## config.mk

```make
export PLATFORM = sky130hd
export DESIGN_NAME = mult_control_fsm
export DESIGN_NICKNAME = d
export VERILOG_FILES = /design/src/rtl/mult_pkg.sv /design/src/rtl/mult_control_fsm.sv
export SDC_FILE = /design/constraint.sdc
export NUM_CORES = 1
export LEC_CHECK = 0
export CAP_MARGIN = 20
export CORE_AREA = 2 2 39 41
export DETAILED_ROUTE_END_ITERATION = 8
export DIE_AREA = 0 0 41 43
export PLACE_DENSITY = 0.62
export SLEW_MARGIN = 5
export SYNTH_ARGS = -nofsm -noshare
export SYNTH_HDL_FRONTEND = slang
export SYNTH_SLANG_ARGS = --single-unit
```

## constraint.sdc

```tcl
create_clock -name clk -period 3.6 [get_ports clk]
set_input_delay 1.08 -clock clk [delete_from_list [all_inputs] [get_ports clk]]
set_output_delay 1.08 -clock clk [all_outputs]
set_load 0.005 [all_outputs]
```

## src/rtl/mult_pkg.sv

```systemverilog
// rtl/mult_pkg.sv - shared encodings for the iterative 8x8 multiplier controller
// State codes are visible on state_out, so their values are fixed.
package mult_pkg;

  typedef enum logic [2:0] {
    IDLE      = 3'b000,
    LSB       = 3'b001,
    MID       = 3'b010,
    MSB       = 3'b011,
    CALC_DONE = 3'b100,
    ERR       = 3'b101
  } state_e;

  // Operand nibble select: bit 1 picks the a nibble, bit 0 picks the b nibble
  localparam logic [1:0] SEL_ALO_BLO = 2'b00;
  localparam logic [1:0] SEL_ALO_BHI = 2'b01;
  localparam logic [1:0] SEL_AHI_BLO = 2'b10;
  localparam logic [1:0] SEL_AHI_BHI = 2'b11;

  localparam logic [1:0] SHIFT_0 = 2'b00;
  localparam logic [1:0] SHIFT_4 = 2'b01;
  localparam logic [1:0] SHIFT_8 = 2'b10;

  localparam logic [1:0] CNT_STEP0 = 2'b00;
  localparam logic [1:0] CNT_STEP1 = 2'b01;
  localparam logic [1:0] CNT_STEP2 = 2'b10;
  localparam logic [1:0] CNT_STEP3 = 2'b11;

endpackage

```

## src/rtl/mult_control_fsm.sv

```systemverilog
// rtl/mult_control_fsm.sv - sequencer for an 8x8 multiply built from a 4x4 multiplier
// Mealy controller: outputs depend on the current state plus start and count.
module mult_control_fsm
  import mult_pkg::*;
(
  input  logic       clk,
  input  logic       reset_a,
  input  logic       start,
  input  logic [1:0] count,
  output logic       done,
  output logic       clk_ena,
  output logic       sclr_n,
  output logic [1:0] input_sel,
  output logic [1:0] shift_sel,
  output logic [2:0] state_out
);

  state_e state_q;
  state_e state_d;

  always_ff @(posedge clk or negedge reset_a) begin
    if (!reset_a) begin
      state_q <= IDLE;
    end else begin
      state_q <= state_d;
    end
  end

  // Any step whose count disagrees with the expected step, or a start
  // seen mid-calculation, parks the sequencer in ERR until restarted.
  always_comb begin
    state_d = state_q;
    case (state_q)
      IDLE: begin
        if (start) state_d = LSB;
      end
      LSB: begin
        if (!start && count == CNT_STEP0) state_d = MID;
        else                              state_d = ERR;
      end
      MID: begin
        if (!start && count == CNT_STEP1)      state_d = MID;
        else if (!start && count == CNT_STEP2) state_d = MSB;
        else                                   state_d = ERR;
      end
      MSB: begin
        if (!start && count == CNT_STEP3) state_d = CALC_DONE;
        else                              state_d = ERR;
      end
      CALC_DONE: begin
        if (start) state_d = ERR;
        else       state_d = IDLE;
      end
      ERR: begin
        if (start) state_d = LSB;
      end
      default: state_d = IDLE;
    endcase
  end

  always_comb begin
    done      = 1'b0;
    clk_ena   = 1'b0;
    sclr_n    = 1'b1;
    input_sel = SEL_ALO_BLO;
    shift_sel = SHIFT_0;
    case (state_q)
      IDLE, ERR: begin
        if (start) begin
          clk_ena = 1'b1;
          sclr_n  = 1'b0;
        end
      end
      LSB: begin
        if (!start && count == CNT_STEP0) begin
          input_sel = SEL_ALO_BLO;
          shift_sel = SHIFT_0;
          clk_ena   = 1'b1;
        end
      end
      MID: begin
        // Both cross products land at the same weight (shift by 4)
        if (!start && count == CNT_STEP1) begin
          input_sel = SEL_ALO_BHI;
          shift_sel = SHIFT_4;
          clk_ena   = 1'b1;
        end else if (!start && count == CNT_STEP2) begin
          input_sel = SEL_AHI_BLO;
          shift_sel = SHIFT_4;
          clk_ena   = 1'b1;
        end
      end
      MSB: begin
        if (!start && count == CNT_STEP3) begin
          input_sel = SEL_AHI_BHI;
          shift_sel = SHIFT_8;
          clk_ena   = 1'b1;
        end
      end
      CALC_DONE: begin
        if (!start) done = 1'b1;
      end
      default: ;
    endcase
  end

  assign state_out = state_q;

endmodule

```

Word-level counts from Yosys, hierarchy flattened
Cells that the tools add are included.

Output and inout port bits: 10. Bits in latches: 0. ROM bits: 0. Memory bits (writable): 0. Register bits: 3. Input bits: 5. Memories: 0. Word-level logic and storage cells: 42.

$mul: 0. Shift-type cells: 0. Add/sub/neg operators: 0. Reductions and logical operators: 8. Equal/unequal tests: 9. Mux-type cells: 24. Magnitude comparators: 0. Divide/modulo/power cells: 0. Bitwise operators: 0.

Operators by type and width (count): $mux 3 (5); $pmux 3 s5 (1); $mux 1 (11); $mux 2 (4); $pmux 2 s2 (2); $eq 3x2->1 const B (2); $eq 3x3->1 const B (2); $eq 2x2->1 const B (2); $logic_and 1x1->1 (4); $pmux 1 s4 (1); $eq 3x1->1 const B (1); $logic_not 3->1 (1); $eq 2x1->1 const B (1); $logic_not 2->1 (1); $ne 2x1->1 const B (1); $reduce_or 2->1 (1); $logic_not 1->1 (1).

Logic depth before layout (Yosys ltp)
Gate-level depths: netlist of run 1.

Depth in word-level cells: 5. Depth in mapped cells: 4.

Worst setup path before layout of run 1
OpenSTA, ideal clock, no wires.

Kind: in2out. Start: input count[0]. End: output clk_ena. Path buffers: 1. Path slack: 0.763 ns. Stages on the path: 4. Data arrival time: 1.757 ns. Cells stage by stage: buf_2 > xor2_1 > and3_1 > nand3b_1.

Longest elaborated chain between the ends: 5.

Ends and longest elaborated chain: start: declaration (RTL line mult_control_fsm.sv:9) `input logic [1:0] count,`; $eq 2x2->1 (RTL line mult_control_fsm.sv:87) `end else if (!start && count == CNT_STEP2) begin`; $logic_and 1x1->1 (RTL line mult_control_fsm.sv:87); $mux 1 (RTL line mult_control_fsm.sv:87); $mux 1 (RTL line mult_control_fsm.sv:83) `if (!start && count == CNT_STEP1) begin`; $pmux 1 s4 (*) (RTL line mult_control_fsm.sv:67) `case (state_q)`; end: declaration (RTL line mult_control_fsm.sv:11) `output logic clk_ena,`.

Every way passes the cells marked *; elsewhere a longest branch is shown, timed or not.

Worst setup path after layout of run 1
Same ends and word-level chain as after synthesis.

==> results of run 1 <==
layout by cell type (no fill, tap or decap), types with 3 or more instances in the layout:
cell	count
clkdlybuf4s50_1	10
buf_4	4
xnor2_1	3
clkbuf_4	3
dfrtp_1	3
where the power goes:
group	internal, mW	total, mW	switching, mW	leakage [nW]
registers	0.0433	0.0721	0.0287	0.0346
logic	0.0765	0.117	0.0402	0.181
clock network	0.0416	0.0607	0.0190	0.0150
total	0.161	0.249	0.0880	0.231
what timing repair did:
item | CTS | global route
hold buffers | 0 | 0
setup buffers | 0 | 0
setup endpoints to repair | 5 | 4
pin swaps | 2 | 2
gates resized for setup | 4 | 4
critical path: cells and delay by family:
kind	cells	cell delay, ns
buffers and inverters	2	0.79
xor gates and xnor gates	1	0.24
and+or+nand+nor	2	0.32
through the flow:
step	utilization	setup TNS (ns)	power [mW]	setup WS, ns	hold slack (ns)
6_report	0.385	0	0.249	0.0972	0.636
5_1_grt	0.385	0	0.269	0.0423	0.667
4_1_cts	0.376	0	0.253	0.00521	0.640
3_5_place_dp	0.353	-0.176	0.187	-0.149	0.616
3_3_place_gp	0.353	-0.190	0.185	-0.163	0.623
2_1_floorplan	-	0	0.132	0.763	0.623
path summary, 6_finish.rpt:
| path | to | from | slack, ns |
|---|---|---|---|
| worst max-delay path | clk_ena | count[0] | 0.1 |
| worst min-delay path | state_out[1]$_DFFE_PN0P_ | state_out[2]$_DFFE_PN0P_ | 0.64 |
| worst max register to register | state_out[0]$_DFFE_PN0P_ | state_out[1]$_DFFE_PN0P_ | 2.17 |
| worst min register to register | state_out[1]$_DFFE_PN0P_ | state_out[2]$_DFFE_PN0P_ | 0.64 |
| max in group asynchronous | state_out[1]$_DFFE_PN0P_ | reset_a | 2.43 |
| min in group asynchronous | state_out[2]$_DFFE_PN0P_ | reset_a | 1.03 |
kinds of logic after synthesis:
group	Yosys count	share of synthesized area
xor+xnor	4	0.106
flops	3	0.226
compound gates	8	0.166
mux	1	0.0302
buf+inv	6	0.102
simple gates	18	0.370
routing by layer:
metal | vias to the layer above | GRT usage | wire, µm
met2 | 12 | 0.166 | 401
li1 | 175 | - | -
met4 | 0 | 0.100 | 19
met3 | 2 | 0.0314 | 37
met1 | 156 | 0.144 | 377
met5 | - | 0 | 0
final cells by class:
| cell class | count | area [µm²] |
|---|---|---|
| clock buffer | 4 | 26.3 |
| fill | 148 | 851 |
| multi-input combinational | 31 | 239 |
| sequential | 3 | 75.1 |
| tap | 16 | 20.0 |
| timing repair buffer | 18 | 173 |
==> results by group, run 1 <==
Synthesis
  – Post-synthesis cell area: 332 µm²
  – Sequential element share of the synthesized area: 0.226
  – Synth unique cells: 25
  – Yosys warning count: 0
  – Top cells by area, synth: dfrtp_1 23%, xnor2_1 7.9%, and3_1 5.7%
  – Synth top cells by count: 3 x and3_1, 3 x buf_2, 3 x dfrtp_1, 3 x xnor2_1
  – Syn nets: 45
  – Syn_area_per_cell: 8.29 µm²
  – Most used DFF post-synth: dfrtp_1
  – Number of synthesized flops with an enable pin: 0
  – Asr flop ratio synth: 1.00
  – Post-synth top area share: 0.226
  – Largest area contributor in the netlist: dfrtp_1
  – Number of synthesized register bits: 3
  – Post-Synthesis Cells: 40

Clock network
  – Clock Sinks: 3
  – CTS root buf: clkbuf_4
  – H-tree Lvls: 1
  – Inserted Clock Buffers: 3
  – CTS tree: yes
  – Clk_lat worst skew: 0.24 ns
  – Clock slew at reported path FFs: 0.04 ns
  – CTS Buffer Depth: 2

STA
  – Slew @ Worst Pin: approximately 0.40 ns
  – Fmax achieved: 285 MHz
  – Fin. max-slew vios: 0
  – Final hold violation count: 0
  – Final Skew: 0.00104 ns
  – RSZ-0062 raised after global routing: no
  – Final min period: 3.50 ns
  – Final Setup Violations: 0
  – Slew HR: 0.732
  – Crit share post-route: 0.973

Worst hold path
  – Worst Hold Path Cells: 1
  – Hold Crit Class: register to register

Drt
  – Final WL: 835 µm
  – Via Count: roughly 350
  – Routed Antenna Nets: 0
  – Vias/cell: 4.79
  – DRT iter0 DRCs: 3
  – Routed length per placed instance: around 12 µm
  – DR pass1 iterations: 2
  – DR DRC count: 0

Die
  – Top Ports: 15
  – Die height: 43 µm
  – Core Footprint: roughly 1400 µm²
  – Cell Rows: 14
  – Die Wd: just over 40 µm
  – Die area: 1760 µm²
  – Initial Util: 0.240

GRT
  – Grt total ovfl: 0
  – Largest net degree at the start of global routing: 13
  – Global-route wire length before repair: 1.39 mm
  – Tot GR Track Use: 0.119
  – Vias in the first global route: 328
  – Initial antenna violation count: 0

Worst setup path
  – Slowest cell on the critical path: clkdlybuf4s50_1
  – Cell count of the worst reg-to-reg path: 3
  – Critical path fanouts, max: 4
  – Worst setup SP type: input port
  – Worst EP required: 2.52 ns
  – Crit path DAT: approximately 2.4 ns
  – Worst setup EP type: primary output
  – CP Class: input port to primary output
  – CP peak stage delay: ~0.5 ns
  – Crit-path cells: dlygate4sd2_1 -> xor2_1 -> and3_4 -> nand3b_1 -> clkdlybuf4s50_1

Final layout
  – Finished Layout Cells: 72
  – Share of cells above drive strength 1: 0.268
  – Largest register FFs: 3
  – Layout area overhead: 60.8%
  – Nets: 62
  – Design area: 533 µm²
  – Antenna cells: 0

Placement
  – Placed Cells: 68
  – Placement Cell Area: 488 µm²
  – IO buf count: 14
  – Post-DP HPWL: 584 µm
  – Placer Congestion: 0.734

Power and ir drop
  – Static Leak: 0.231 nW
  – Peak supply drop: 0.141 mV
  – Pwr Density: 468 nW/µm²

Outcome
  – Status: finished, final reports clean

Flow run
  – Max-cap viol count: 0
(Power assumes the default switching activity.)
==> run 2, diff against run 1 <==
SLEW_MARGIN = 20   (was 5)
==> results of run 2 <==
No change in the layout: final DEF, timing and power equal those of run 1.
==> run 3, diff against run 2 <==
ABC_AREA = 1   (was not set)
ABC_CLOCK_PERIOD_IN_PS = 3600   (was not set)
CTS_CLUSTER_SIZE = 25   (was not set)
PLACE_DENSITY = 0.59   (was 0.62)
==> run 3 against run 2 <==
Critical path depth is 2 higher. Clock power is 1% lower. Routed wire length is 5.1% lower. Total power is 19% higher. Non-clock buffer count is 5 higher. Final cell count is 26% higher. First-iteration DRC count is 100% higher. Largest cell class is now buffers. Critical endpoint unchanged.
==> results by group, run 3 <==
Final layout
  – Share of cells above drive strength 1: 0.387
  – Nets: 81
  – Antenna cells: 0
  – Most frequent cells in the layout: 11 x clkdlybuf4s50_1, 9 x buf_4, 8 x nand3_1, 8 x nand2_1, 6 x inv_2
  – Commonest non-fill, non-tap cell in the layout: clkdlybuf4s50_1
  – Largest register FFs: 3
  – Layout area overhead: 89.8%
  – Finished Layout Cells: 91

STA
  – Final hold slack: 0.670 ns
  – Final Setup Violations: 0
  – Fmax achieved: about 290 MHz
  – Slew HR: 0.830
  – Slew @ Worst Pin: 0.255 ns
  – Fin. max-slew vios: 0
  – Final Skew: about 0.0022 ns
  – Final hold violation count: 0
  – Final TNS setup: 0 ns
  – Final min period: ~3.4 ns
  – Crit share post-route: 0.954
  – RSZ-0062 raised after global routing: no

Power and ir drop
  – Static Leak: 0.247 nW
  – Pwr Density: roughly 530 nW/µm²
  – Peak supply drop: a little under 0.2 mV

Worst setup path
  – Reg-to-reg startpoint: state_out[2]$_DFFE_PN0P_
  – Crit-path cells: dlygate4sd2_1 -> inv_2 -> nand3_2 -> nor3_2 -> nor2_1 -> nand3_1 -> clkdlybuf4s50_1
  – Worst setup SP type: input port
  – Critical path fanouts, max: 4
  – CP peak stage delay: 0.50 ns
  – Crit path DAT: 2.35 ns
  – Critical path startpoint: start
  – Slowest cell on the critical path: clkdlybuf4s50_1
  – Worst EP required: 2.52 ns
  – CP Class: input port to primary output
  – Worst setup EP type: primary output

Clock network
  – CTS Buffer Depth: 2
  – Inserted Clock Buffers: 3
  – Hold_buf cts: 0
  – CTS root buf: clkbuf_4
  – CTS tree: yes
  – Clock slew at reported path FFs: 0.04 ns
  – Clk_lat worst skew: 0.23 ns
  – Clock Sinks: 3
  – H-tree Lvls: 1

Drt
  – Via Count: 368
  – Routed length per placed instance: 8.70 µm
  – DR DRC count: 0
  – Routed Antenna Nets: 0
  – DR pass1 iterations: 4
  – DRT iter0 DRCs: 6
  – Final WL: 792 µm
  – Vias/cell: 4.04

Synthesis
  – Asr flop ratio synth: 1.00
  – Cell with the most instances after synthesis: nand3_1
  – Syn nets: 53
  – Largest area contributor in the netlist: dfrtp_1
  – Yosys warning count: 0
  – Syn_area_per_cell: 6.15 µm²
  – Post-synthesis cell area: 295 µm²
  – Number of synthesized flops with an enable pin: 0
  – Top cells by area, synth: dfrtp_1 25%, nand3_1 17%, nand2_1 10%
  – Synth unique cells: 14
  – Number of synthesized register bits: 3
  – Most used DFF post-synth: dfrtp_1
  – Synth top cells by count: 10 x nand3_1, 8 x nand2_1, 5 x inv_2
  – Sequential element share of the synthesized area: 0.254
  – Post-Synthesis Cells: 48
  – Post-synth top area share: 0.254

Die
  – Core Footprint: 1380 µm²
  – Die height: 43 µm
  – Top Ports: 15
  – Cell Rows: 14
  – Initial Util: 0.213
  – Die area: 1760 µm²
  – Die Wd: 41 µm

GRT
  – Tot GR Track Use: 0.106
  – Initial antenna violation count: 0
  – Largest net degree at the start of global routing: 9
  – Grt total ovfl: 0
  – Vias in the first global route: 310
  – Global-route wire length before repair: 1.28 mm

Worst hold path
  – Hold Crit Start: state_out[0]$_DFFE_PN0P_
  – Hold Crit Class: register to register

Placement
  – Post-DP HPWL: 609 µm
  – Placed Cells: 87
  – IO buf count: 14
  – Placer Congestion: 0.709

Outcome
  – Status: finished, final reports clean

Flow run
  – Max-cap viol count: 0
run 3: path summary, 6_finish.rpt:
kind / to / slack, ns / cells past startpoint
min in group asynchronous: state_out[2]$_DFFE_PN0P_ / 1.03 / 1
min: state_out[0]$_DFFE_PN0P_ / 0.67 / 2
min reg2reg: state_out[0]$_DFFE_PN0P_ / 0.67 / 2
max reg2reg: state_out[1]$_DFFE_PN0P_ / 2.37 / 8
max in group asynchronous: state_out[0]$_DFFE_PN0P_ / 2.42 / 1
max: clk_ena / 0.17 / 7
run 3: kinds of logic (layout without fill, tap and decap cells):
group	Yosys count	after routing	synth area share
buf+inv	9	36	0.114
simple gates	31	31	0.525
compound gates	5	5	0.106
flops	3	3	0.254
run 3: cell type report:
cell class	count	area, µm²
Multi-Input combinational cell	36	201
Fill cell	153	823
Tap cell	16	20.0
Sequential cell	3	75.1
Timing Repair Buffer	23	204
Inverter	9	33.8
Clock buffer	4	26.3
run 3: critical path: cells and delay by family:
| kind | cells | cell delay (ns) |
|---|---|---|
| buffers and inverters | 3 | 0.85 |
| and+or+nand+nor | 4 | 0.43 |
run 3: what timing repair did:
item,4_1_cts,5_1_grt
setup endpoints to repair,4,0
setup buffers,0,0
resized for setup,7,0
hold endpoints to repair,0,0
run 3: report_power, final:
group	total (mW)	leakage [nW]	switching, mW	internal (mW)
sequential	0.0744	0.0369	0.0273	0.0471
clock	0.0598	0.0150	0.0182	0.0416
combinational	0.163	0.196	0.0754	0.0872
run 3: per-stage QoR:
stage               power (mW)  setup slack, ns  area [µm²]   util
detailed placement       0.237          -0.0746         523  0.378
global placement         0.237          -0.0890         523  0.378
floorplan                0.159            0.947         295      -
global route             0.333           0.0473         561  0.405
finish                   0.297            0.166         561  0.405
CTS                      0.303            0.148         561  0.405
run 3: routing by layer:
layer  vias to the layer above  global-route usage  part of all wire
met1                       153               0.142              0.49
met3                         0              0.0628             0.043
met4                         0                   0                 0
li1                        206                   -                 -
met5                         -                   0                 0
met2                         9               0.153              0.46
